### config.mk
export PLATFORM = sky130hd
export DESIGN_NAME = fair_queue_front
export DESIGN_NICKNAME = d
export VERILOG_FILES = /design/src/rtl/fair_queue_front.sv
export SDC_FILE = /design/constraint.sdc
export NUM_CORES = 1
export LEC_CHECK = 0
export BUFFER_PORTS_ARGS = -buffer_cell sky130_fd_sc_hd__buf_2
export CAP_MARGIN = 10
export CELL_PAD_IN_SITES_DETAIL_PLACEMENT = 1
export CELL_PAD_IN_SITES_GLOBAL_PLACEMENT = 1
export CORE_UTILIZATION = 40
export DETAILED_ROUTE_END_ITERATION = 10
export PLACE_DENSITY_LB_ADDON = 0.1
export SLEW_MARGIN = 20
export SYNTH_ARGS = -nofsm -noshare
export SYNTH_HDL_FRONTEND = slang
export SYNTH_SLANG_ARGS = --single-unit
export TNS_END_PERCENT = 1
### constraint.sdc
create_clock -name clk -period 3.55 [get_ports clk]
set_input_delay 0.355 -clock clk [delete_from_list [all_inputs] [get_ports clk]]
set_output_delay 0.355 -clock clk [all_outputs]
set_load 0.01 [all_outputs]
### src/rtl/fair_queue_front.sv
// Per-source circular FIFOs feeding one output register, with the pop chosen by an external fair scheduler.
// Define FAIR_QUEUE_ERR_CHK_EN to build in the sticky protocol checker behind err.
module fair_queue_front #(
    parameter int LG_N     = 2,
    parameter int LG_DEPTH = 2,
    parameter int W        = 64
) (
    input  logic                       clk,
    input  logic                       rst,
    input  logic [(1<<LG_N)-1:0]       in_valid,
    input  logic [(1<<LG_N)*W-1:0]     in_data,
    output logic [(1<<LG_N)-1:0]       in_ready,
    output logic [(1<<LG_N)-1:0]       sched_req,
    input  logic [LG_N:0]              sched_y,
    output logic                       out_valid,
    output logic [W-1:0]               out_data,
    output logic [LG_N-1:0]            out_src,
    input  logic                       out_ready,
    output logic                       err
);

    localparam int N     = 1 << LG_N;
    localparam int DEPTH = 1 << LG_DEPTH;
    localparam logic [LG_DEPTH:0] PTR_ONE = {{LG_DEPTH{1'b0}}, 1'b1};

    logic [LG_DEPTH:0] head_q [N];
    logic [LG_DEPTH:0] head_d [N];
    logic [LG_DEPTH:0] tail_q [N];
    logic [LG_DEPTH:0] tail_d [N];
    logic [W-1:0]      mem_q  [N][DEPTH];

    logic              out_valid_q, out_valid_d;
    logic [W-1:0]      out_data_q, out_data_d;
    logic [LG_N-1:0]   out_src_q, out_src_d;

    logic [N-1:0]      empty, full, push;
    logic              slot_free, pop;
    logic [LG_N-1:0]   sel;

    // Pointers carry one extra wrap bit so full and empty are distinguishable.
    always_comb begin
        for (int i = 0; i < N; i++) begin
            empty[i] = (head_q[i] == tail_q[i]);
            full[i]  = (head_q[i][LG_DEPTH-1:0] == tail_q[i][LG_DEPTH-1:0]) &&
                       (head_q[i][LG_DEPTH] != tail_q[i][LG_DEPTH]);
        end
    end

    assign in_ready  = ~full;
    assign push      = in_valid & ~full;
    assign slot_free = !out_valid_q || out_ready;
    assign sched_req = ~empty & {N{slot_free}};
    assign sel       = sched_y[LG_N-1:0];
    assign pop       = !sched_y[LG_N] && slot_free && !empty[sel];

    always_comb begin
        out_valid_d = out_valid_q;
        out_data_d  = out_data_q;
        out_src_d   = out_src_q;
        for (int i = 0; i < N; i++) begin
            head_d[i] = head_q[i];
            tail_d[i] = push[i] ? tail_q[i] + PTR_ONE : tail_q[i];
        end
        if (pop) begin
            out_valid_d = 1'b1;
            out_data_d  = mem_q[sel][head_q[sel][LG_DEPTH-1:0]];
            out_src_d   = sel;
            head_d[sel] = head_q[sel] + PTR_ONE;
        end else if (out_ready) begin
            out_valid_d = 1'b0;
        end
    end

    always_ff @(posedge clk or posedge rst) begin
        if (rst) begin
            for (int i = 0; i < N; i++) begin
                head_q[i] <= '0;
                tail_q[i] <= '0;
            end
            out_valid_q <= 1'b0;
            out_data_q  <= '0;
            out_src_q   <= '0;
        end else begin
            for (int i = 0; i < N; i++) begin
                head_q[i] <= head_d[i];
                tail_q[i] <= tail_d[i];
            end
            out_valid_q <= out_valid_d;
            out_data_q  <= out_data_d;
            out_src_q   <= out_src_d;
        end
    end

    // Storage is left unreset; an entry is only read after it has been written.
    always_ff @(posedge clk) begin
        for (int i = 0; i < N; i++) begin
            if (push[i]) begin
                mem_q[i][tail_q[i][LG_DEPTH-1:0]] <= in_data[i*W +: W];
            end
        end
    end

    assign out_valid = out_valid_q;
    assign out_data  = out_data_q;
    assign out_src   = out_src_q;

`ifdef FAIR_QUEUE_ERR_CHK_EN
    logic err_q, err_d;

    always_comb begin
        err_d = err_q || (!sched_y[LG_N] && !sched_req[sel]) || (|(in_valid & full));
    end

    always_ff @(posedge clk or posedge rst) begin
        if (rst) begin
            err_q <= 1'b0;
        end else begin
            err_q <= err_d;
        end
    end

    assign err = err_q;
`else
    assign err = 1'b0;
`endif

endmodule

==> flow_summary.yaml <==
route:
  met3_length_mm: 6.39
  routedWlPerCell_um: 30.5
  drt-pass1-iter-count: 8
  wl_mm: 126
  drtIter0Drc: 1462
  met1Wirelength_mm: 52.4
  antenna_left: 0
  met2_length_mm: 64.5
  vias_per_cell: 5.42
  drc_errors: 2
  dr_total_vias: 22300
  routed.top_layer: "met5"
cts:
  cts_tree: "built"
  clock_sinks: 1115
  cts_root_buffer: "clkbuf_16"
  cts_buffer_depth: 3
  htree_levels: 3
  clkLatencyLatePin_ps: 720
  cts_buffers: 117
  clk_pin_slew_ps: 60
  cts_resized: 0
place:
  placed_area_sq_um: 46900
  io_buffer_count: 340
  place_hpwl_mm: 75.4
  gp_congestion: 0.755
cells_and_area:
  syn_to_final_growth_pct: 24.0
  regArea_sq_um: 33000
  design_area_sq_um: 53400
  fillers: 9655
  drive_gt1_frac: 0.349
  final_core_util: 0.500
  multiInputGateArea_sq_um: 9430
  final_nets: 2884
status:
  violations: "design-rule violations"
  status: "complete, but fails checks"
synthesis:
  syn_inst: 1917
  ys_seq_elements: 1115
  synth_fp_nets: 2200
  synth.avg_cell_area_sq_um: 22.5
  yosysWarnings: 0
  synth_cell_type_count: 33
  synthesis.area_sq_um: 43100
  ys_seq_area_frac: 0.766
floorplanning:
  io_pins: 342
  die_width_um: 330
  die_area_sq_um: 109000
  initial_core_util: 0.403
  die_h_um: 330
  core_sq_um: 107000
  row_count: 120
worst_hold_path:
  holdPathStages: 3
  hold_path.class: "input pin to flop"
timing:
  timing.final.crit_share: 0.701
  grt_setup_unrepaired: "no"
  hold_viol: 0
  drv_slew: 0
  setup_tns_ps: 0
  worstMarginPinSlew_ps: 1010
  holdWs_ps: 87.9
  clock_skew_ps: 27.9
  fmax_mhz: 402
  fin_crit_ps: 2490
  slew_headroom: 0.324
  setup_viol: 0
run:
  max_cap_viol_count: 0
critical_path:
  required_ps: 4130
  path_class: "flop to flop"
  path_max_fanout: 33
  reg2reg_depth: 5
  cp.arrival_ps: 3070
  endpoint_kind: "flop"
  startpoint_type: "flop"
global_routing:
  grt-ovfl-total: 0
  grt_pass1_vias: 24600
  grt_usage: 0.234
  grt_max_degree: 97
  antenna_found_initial: 20
  grt_pass1_wl_mm: 179
pwr:
  p_leak_nw: 18.3
  ir_worst_vdd_uv: 516
  power-per-cell-area_nw_per_um2: 773
## report_power, final
part,internal (mW),switching [mW]
Sequential,17.8,0.991
Clock,7.25,5.14
Combinational,3.81,6.27
## sequential cells by signal, indices dropped and copies added, names as in the netlist
| signal | cells |
|---|---|
| head_q | 12 |
| mem_q | 1024 |
| out_data | 64 |
| out_src | 2 |
| out_valid | 1 |
| tail_q | 12 |
## synth_stat cells, drive strengths merged
library cell	instances	area (sq um)
or3	1	6.26
nor2b	67	419
nand3	3	15.0
ha	17	213
o21ai	3	15.0
dfrtp	91	2280
conb	1	3.75
inv	11	41.3
clkbuf	33	124
a211oi	64	531
xor2	13	114
nand2	7	26.3
and3	16	100
mux2i	68	681
nor2	5	18.8
buf	70	568
mux2	76	856
xnor2	9	78.8
edfxtp	1024	30700
a22o	2	17.5
a21oi	64	320
and2	5	31.3
o21bai	1	7.51
nor3b	1	7.51
nor3	3	20.0
mux4	259	5830
nand3b	3	22.5
## through the flow
stage	cells	setup WS, ps	total power [mW]
2_1_floorplan	1917	648	24.4
3_3_place_gp	3626	608	28.9
3_5_place_dp	3626	604	29.2
4_1_cts	4107	1080	41.8
5_1_grt	4116	949	43.0
6_report	4119	1060	41.3
## worst max-delay path, cell delays in order, from the launching register on
cell and delay (ps):
dfrtp_1 420, mux4_4 820, buf_4 390, a211oi_1 290
a21oi_1 90, mux2_2 320
## layout make-up
cell class	instances	area share
Sequential cell	1115	0.618
Inverter	11	0.000819
Timing Repair Buffer	668	0.0984
Tap cell	1403	0.0328
Clock buffer	150	0.0586
Multi-Input combinational cell	688	0.176
Clock inverter	72	0.0144
Antenna cell	12	0.000562
## repair_timing
| item | 4_1_cts | 5_1_grt |
|---|---|---|
| hold buffers | 259 | 0 |
| endpoints found under the hold margin | 1060 | 0 |
| setup buffers | 0 | 0 |
## path summary, 6_finish.rpt
kind / start / end / slack, ps
worst max-delay path: head_q[10] / out_data[38] / 1060
worst min-delay path: in_valid[2] / tail_q[3] / 90
worst max register to register: head_q[10] / out_data[38] / 1060
worst min register to register: out_src[1] / out_src[1] / 490
max in group asynchronous: rst / out_data[56] / 2160
min in group asynchronous: rst / out_valid / 350
## cell families (layout without fill, tap and decap cells)
family / after synthesis / in the layout / share of synthesized area
other: 1 / 13 / 0.0000870
adders and majority gates: 17 / 17 / 0.00494
DFF: 1115 / 1115 / 0.766
and+or+nand+nor: 111 / 111 / 0.0155
xor gates and xnor gates: 22 / 22 / 0.00447
buffers and inverters: 114 / 901 / 0.0170
muxes: 403 / 403 / 0.171
AOI/OAI and AO/OA: 134 / 134 / 0.0207
## placed cells by master, fill, tap and decap left out, types with 2 or more instances in the layout
master / n
buf_4: 35
bufinv_16: 14
clkbuf_1: 26
and3_4: 16
buf_2: 338
buf_12: 34
nand3b_1: 3
clkinvlp_4: 2
and2_1: 5
mux4_2: 257
clkinv_2: 23
clkinv_1: 24
a21oi_1: 64
xnor2_1: 9
a211oi_2: 10
inv_1: 10
nand3_1: 3
nor2b_1: 67
edfxtp_1: 1024
mux2i_1: 68
nor2_1: 5
nand2_1: 7
clkbuf_8: 6
inv_6: 2
xor2_1: 13
dfrtp_1: 91
mux2_2: 75
mux4_4: 2
nor3_1: 2
clkinv_4: 3
dlygate4sd3_1: 259
ha_1: 17
o21ai_0: 3
diode_2: 12
clkinv_8: 2
a211oi_1: 54
clkbuf_16: 118
buf_8: 2
## per-layer routing
layer  vias to the layer above  track usage
met4                        14       0.0500
met1                     12100        0.306
met2                       605        0.406
met3                       167       0.0444
li1                       9389            -
met5                         -            0
Power figures use the tool's default switching activity.
